==> config.mk <==
export PLATFORM = sky130hd
export DESIGN_NAME = dmem_write_buffer
export DESIGN_NICKNAME = d
export VERILOG_FILES = /design/src/rtl/dmem_write_buffer.sv
export SDC_FILE = /design/constraint.sdc
export NUM_CORES = 1
export LEC_CHECK = 0
export BUFFER_PORTS_ARGS = -buffer_cell sky130_fd_sc_hd__buf_2
export CORE_MARGIN = 2
export CORE_UTILIZATION = 44
export DETAILED_ROUTE_END_ITERATION = 16
export GPL_ROUTABILITY_DRIVEN = 0
export GPL_TIMING_DRIVEN = 1
export PLACE_DENSITY_LB_ADDON = 0.15
export SYNTH_ARGS = -nofsm -noshare
export SYNTH_HDL_FRONTEND = slang
export SYNTH_SLANG_ARGS = --single-unit
export TNS_END_PERCENT = 1
==> constraint.sdc <==
create_clock -name clk -period 7 [get_ports clk]
set_input_delay 1.4 -clock clk [delete_from_list [all_inputs] [get_ports clk]]
set_output_delay 1.4 -clock clk [all_outputs]
set_load 0.005 [all_outputs]
==> src/rtl/dmem_write_buffer.sv <==
// dmem_write_buffer
//   Posted-write buffer between the CPU data-memory port and a slower data
//   memory. CPU stores are captured in a small FIFO in one cycle and drained
//   to memory over a req/ack handshake. Loads see program order because any
//   still-pending bytes for the loaded word are merged over the memory data.
//
// Ports
//   clk, reset           rising-edge clock, asynchronous active-low reset
//   MemWrite             CPU store strobe
//   ALUResult            CPU byte address (word address = ALUResult[31:2])
//   WriteData, ByteEn    lane-aligned store data and byte-lane enables
//   ReadData             merged load data (combinational)
//   mem_raddr/mem_rdata  memory read port, same-cycle data
//   mem_req/mem_ack      drain handshake; retire on mem_req & mem_ack
//   mem_addr/wdata/be    head entry presented to memory
//   stall_o              buffer full
//   overflow             sticky: a store was dropped while full
//   count                current occupancy
module dmem_write_buffer #(
   parameter int unsigned DEPTH = 4,
   parameter int unsigned CNT_W = $clog2(DEPTH) + 1
) (
   input  logic             clk,
   input  logic             reset,
   input  logic             MemWrite,
   input  logic [31:0]      ALUResult,
   input  logic [31:0]      WriteData,
   input  logic [3:0]       ByteEn,
   output logic [31:0]      ReadData,
   output logic [29:0]      mem_raddr,
   input  logic [31:0]      mem_rdata,
   output logic             mem_req,
   output logic [29:0]      mem_addr,
   output logic [31:0]      mem_wdata,
   output logic [3:0]       mem_be,
   input  logic             mem_ack,
   output logic             stall_o,
   output logic             overflow,
   output logic [CNT_W-1:0] count
);

   localparam int unsigned PTR_W = $clog2(DEPTH);

   // Entry storage
   logic [29:0]      addr_q [DEPTH];
   logic [29:0]      addr_d [DEPTH];
   logic [31:0]      data_q [DEPTH];
   logic [31:0]      data_d [DEPTH];
   logic [3:0]       be_q   [DEPTH];
   logic [3:0]       be_d   [DEPTH];
   logic [DEPTH-1:0] valid_q, valid_d;

   // Control state
   logic [PTR_W-1:0] head_q, head_d;
   logic [PTR_W-1:0] tail_q, tail_d;
   logic [CNT_W-1:0] count_q, count_d;
   logic             overflow_q, overflow_d;

   logic             full;
   logic             not_empty;
   logic             store_req;
   logic             enq;
   logic             retire;
   logic [31:0]      merged;

   // Byte offset within the word has no role here; loads and stores are lane-aligned.
   logic unused_addr_lsb;
   assign unused_addr_lsb = ^ALUResult[1:0];

   assign full      = (count_q == CNT_W'(DEPTH));
   assign not_empty = (count_q != '0);
   assign store_req = MemWrite && (ByteEn != 4'b0000);
   assign retire    = not_empty && mem_ack;
   // A retire frees the head slot at the same edge, so a full buffer can still accept.
   assign enq       = store_req && (!full || retire);

   // Next-state for control and storage
   always_comb begin
      head_d     = head_q;
      tail_d     = tail_q;
      count_d    = count_q;
      overflow_d = overflow_q;
      valid_d    = valid_q;
      addr_d     = addr_q;
      data_d     = data_q;
      be_d       = be_q;

      if (retire) begin
         valid_d[head_q] = 1'b0;
         head_d          = head_q + PTR_W'(1);
      end

      if (enq) begin
         addr_d[tail_q]  = ALUResult[31:2];
         data_d[tail_q]  = WriteData;
         be_d[tail_q]    = ByteEn;
         valid_d[tail_q] = 1'b1;
         tail_d          = tail_q + PTR_W'(1);
      end

      unique case ({enq, retire})
         2'b10:   count_d = count_q + CNT_W'(1);
         2'b01:   count_d = count_q - CNT_W'(1);
         default: count_d = count_q;
      endcase

      if (store_req && full && !retire) begin
         overflow_d = 1'b1;
      end
   end

   always_ff @(posedge clk or negedge reset) begin
      if (!reset) begin
         head_q     <= '0;
         tail_q     <= '0;
         count_q    <= '0;
         overflow_q <= 1'b0;
         valid_q    <= '0;
         for (int unsigned i = 0; i < DEPTH; i++) begin
            addr_q[i] <= '0;
            data_q[i] <= '0;
            be_q[i]   <= '0;
         end
      end else begin
         head_q     <= head_d;
         tail_q     <= tail_d;
         count_q    <= count_d;
         overflow_q <= overflow_d;
         valid_q    <= valid_d;
         addr_q     <= addr_d;
         data_q     <= data_d;
         be_q       <= be_d;
      end
   end

   // Load merge: walk from oldest to youngest so later entries overwrite lanes.
   // The head being retired this cycle is still valid here, which is intended:
   // memory only commits it at the edge, so mem_rdata does not yet contain it.
   always_comb begin : merge_blk
      logic [PTR_W-1:0] idx;
      merged = mem_rdata;
      idx    = '0;
      for (int unsigned i = 0; i < DEPTH; i++) begin
         idx = head_q + PTR_W'(i);
         if (valid_q[idx] && (addr_q[idx] == ALUResult[31:2])) begin
            for (int unsigned b = 0; b < 4; b++) begin
               if (be_q[idx][b]) begin
                  merged[8*b +: 8] = data_q[idx][8*b +: 8];
               end
            end
         end
      end
   end

   assign ReadData  = merged;
   assign mem_raddr = ALUResult[31:2];

   // Drain side depends only on registered state.
   assign mem_req   = not_empty;
   assign mem_addr  = addr_q[head_q];
   assign mem_wdata = data_q[head_q];
   assign mem_be    = be_q[head_q];

   assign stall_o   = full;
   assign overflow  = overflow_q;
   assign count     = count_q;

endmodule

==> flow_metrics.tcl <==
set metrics [dict create \
    hold-worst-slack_ps 471 \
    ctsHoldBuffers 0 \
    antenna_found_initial 8 \
    clk_pin_slew_ps 50 \
    dieArea_um2 51600 \
    fin_crit_ps 6780 \
    ys_async_sr_fraction_pct 100 \
    portBuffers 235 \
    p_per_area_nw_per_um2 586 \
    tightest_slew_ps 1110 \
    drv_slew 0 \
    synth_cell_types 78 \
    cts_sinks 276 \
    reg2reg_depth 7 \
    post-synth-top-count-cell "dfrtp_1" \
    syn_nets 1928 \
    wl_per_cell_um 26.0 \
    die-width_um 227 \
    cts_setup_buffers 0 \
    power.total_w 0.0144 \
    timing.slew.headroom_pct 25.1 \
    timing.final.crit_share_pct 96.8 \
    crit_chain "inv_1, ha_4, buf_12, buf_4, mux2i_1, xor2_1, nand4_1, mux2i_1, nand4_1, nor4_1, buf_4, and2_1, a211oi_1, a221o_1, buf_2" \
    synth_area_per_cell_um2 12.1 \
    drtPass1Iterations 5 \
    worst-path-buf-inv 5 \
    skew_ps 22.7 \
    pin_count 238 \
    synth_top_cell_area_share_pct 31.5 \
    min_path_type "reg -> reg" \
    p_leak_nw 9.96 \
    cts_resized 0 \
    syn-cell-area_um2 21900 \
    cts-root-buf "clkbuf_16" \
    synthCells 1815 \
    status "completed" \
    cts_tree "yes" \
    synth-seq-cells 276 \
    max_freq_ghz 0.148 \
    grt_first_pass_wirelength_um 104000 \
    cp-end-kind "output pin" \
    syn_to_final_growth_pct 12.3 \
    nets 2062 \
    maxCapViolCount 0 \
    start_util_pct 44.7 \
    setup_tns_ps 0 \
    hpwl_um 47000 \
    yosys.area.top_type "dfrtp_1" \
    rsz0062_at_grt "false" \
    route.detailed.drc 0 \
    clock_latency_ps 570 \
    cp.depth 15 \
    grt_use_total_pct 26.7 \
    max-clock-path-buffers 3 \
    yosys_warnings 0 \
    num_vias 16742 \
    crit_fanout 27 \
    grt_max_degree 139 \
    ys_dominant_reg_cell "dfrtp_1" \
    critPathLaunchType "flop" \
    min_path_cells 1 \
    arrival_ps 5380 \
    synth_area_leaders "dfrtp_1, mux4_2, mux2_2" \
    critical_path_class "reg -> out" \
    drive_gt1_share_pct 41.7 \
    ant_nets 0 \
    grt_overflow 0 \
    finalHoldViolCount 0 \
    routed_wl_um 68700 \
    core_um2 49100 \
    rows 81 \
    die_h_um 227 \
    synthTopCellsByCount "dfrtp_1, mux2_2, mux4_2" \
    synth_edf_count 0 \
    path_delay_family "buffers and inverters" \
    vdd_drop_max_mv 0.326 \
    ys_seq_area_share_pct 31.5 \
    setup_viol 0 \
    cp.required_ps 5600 \
    via_per_inst 6.33 \
    crit_path_top_delay_cell "nor4_1" \
    dr.first_iter.drc_count 1277 \
    grt_pass1_vias 16394 \
    max_stage_delay_ps 650 \
    cts_buffers 37 \
    cts.htree.levels 2 \
    fin_area_um2 24600 \
    place_area_um2 23400 \
]
[state kept, by name (all words and copies together), names as in the netlist]
register / count
data_q: 128
valid_q: 4
be_q: 16
tail_q: 2
overflow: 1
head_q: 2
addr_q: 120
count: 3
[layout by cell type, fill, tap and decap left out, types with 32 or more instances in the layout]
cell type | netlist | layout
mux2_2 | 235 | 235
inv_1 | 53 | 53
a221o_1 | 34 | 34
mux4_2 | 211 | 211
xnor2_1 | 84 | 84
o21ai_0 | 71 | 71
a21boi_0 | 32 | 32
nor3_1 | 38 | 38
mux2i_1 | 113 | 113
buf_4 | 43 | 42
a211oi_1 | 35 | 35
nor4_1 | 39 | 39
buf_2 | 31 | 234
nand2_1 | 118 | 114
and2_1 | 45 | 45
dfrtp_1 | 276 | 274
clkbuf_16 | 0 | 38
[power breakdown]
group          switching, W  total, W  internal [W]  leakage [nW]
combinational       0.00447   0.00908       0.00461          6.06
clock              0.000762   0.00194       0.00118         0.598
sequential          0.00101   0.00342       0.00241          3.30
total               0.00624    0.0144       0.00820          9.96
[metrics by stage]
stage          cells  util (%)  worst slack (ps)
2_1_floorplan   1815         -               674
3_5_place_dp    2573      47.6               643
6_report        2643      50.2               222
5_1_grt         2642      50.2              44.1
4_1_cts         2637      50.1              24.8
3_3_place_gp    2573      47.6               676
[final cells by class]
| cell class | count | area (µm²) |
|---|---|---|
| tap | 664 | 831 |
| timing repair buffer | 285 | 1660 |
| sequential | 276 | 6910 |
| fill | 4421 | 24400 |
| clock buffer | 54 | 1070 |
| clock inverter | 10 | 158 |
| multi-input combinational | 1294 | 13800 |
| antenna | 5 | 12.5 |
| inverter | 55 | 206 |
[cells by family after synthesis]
kind of cell             synth area share, %
AO/OA/AOI/OAI                           8.74
buffers and inverters                   5.94
adder cells (fa/ha/maj)                0.548
flip-flops                              31.5
XOR/XNOR                                4.28
multiplexers                            40.0
AND/OR/NAND/NOR                         8.98
[worst paths after layout]
check                                from           to  slack [ps]
worst min-delay path             overflow     overflow         470
worst max register to register   count[0]   data_q[84]        3850
max in group asynchronous           reset  data_q[121]        4790
worst max-delay path            head_q[1]  ReadData[2]         220
min in group asynchronous           reset    addr_q[4]         840
worst min register to register   overflow     overflow         470
[routing by layer]
layer  wire length (µm)  GRT usage, %  vias up
met3               4130          4.09      104
li1                   -             -     7300
met2              32900          42.3      545
met5                 57             0        -
met1              30000          38.0     8785
met4               1610          8.03        8
Note: power is estimated with default switching activity, not from simulation.
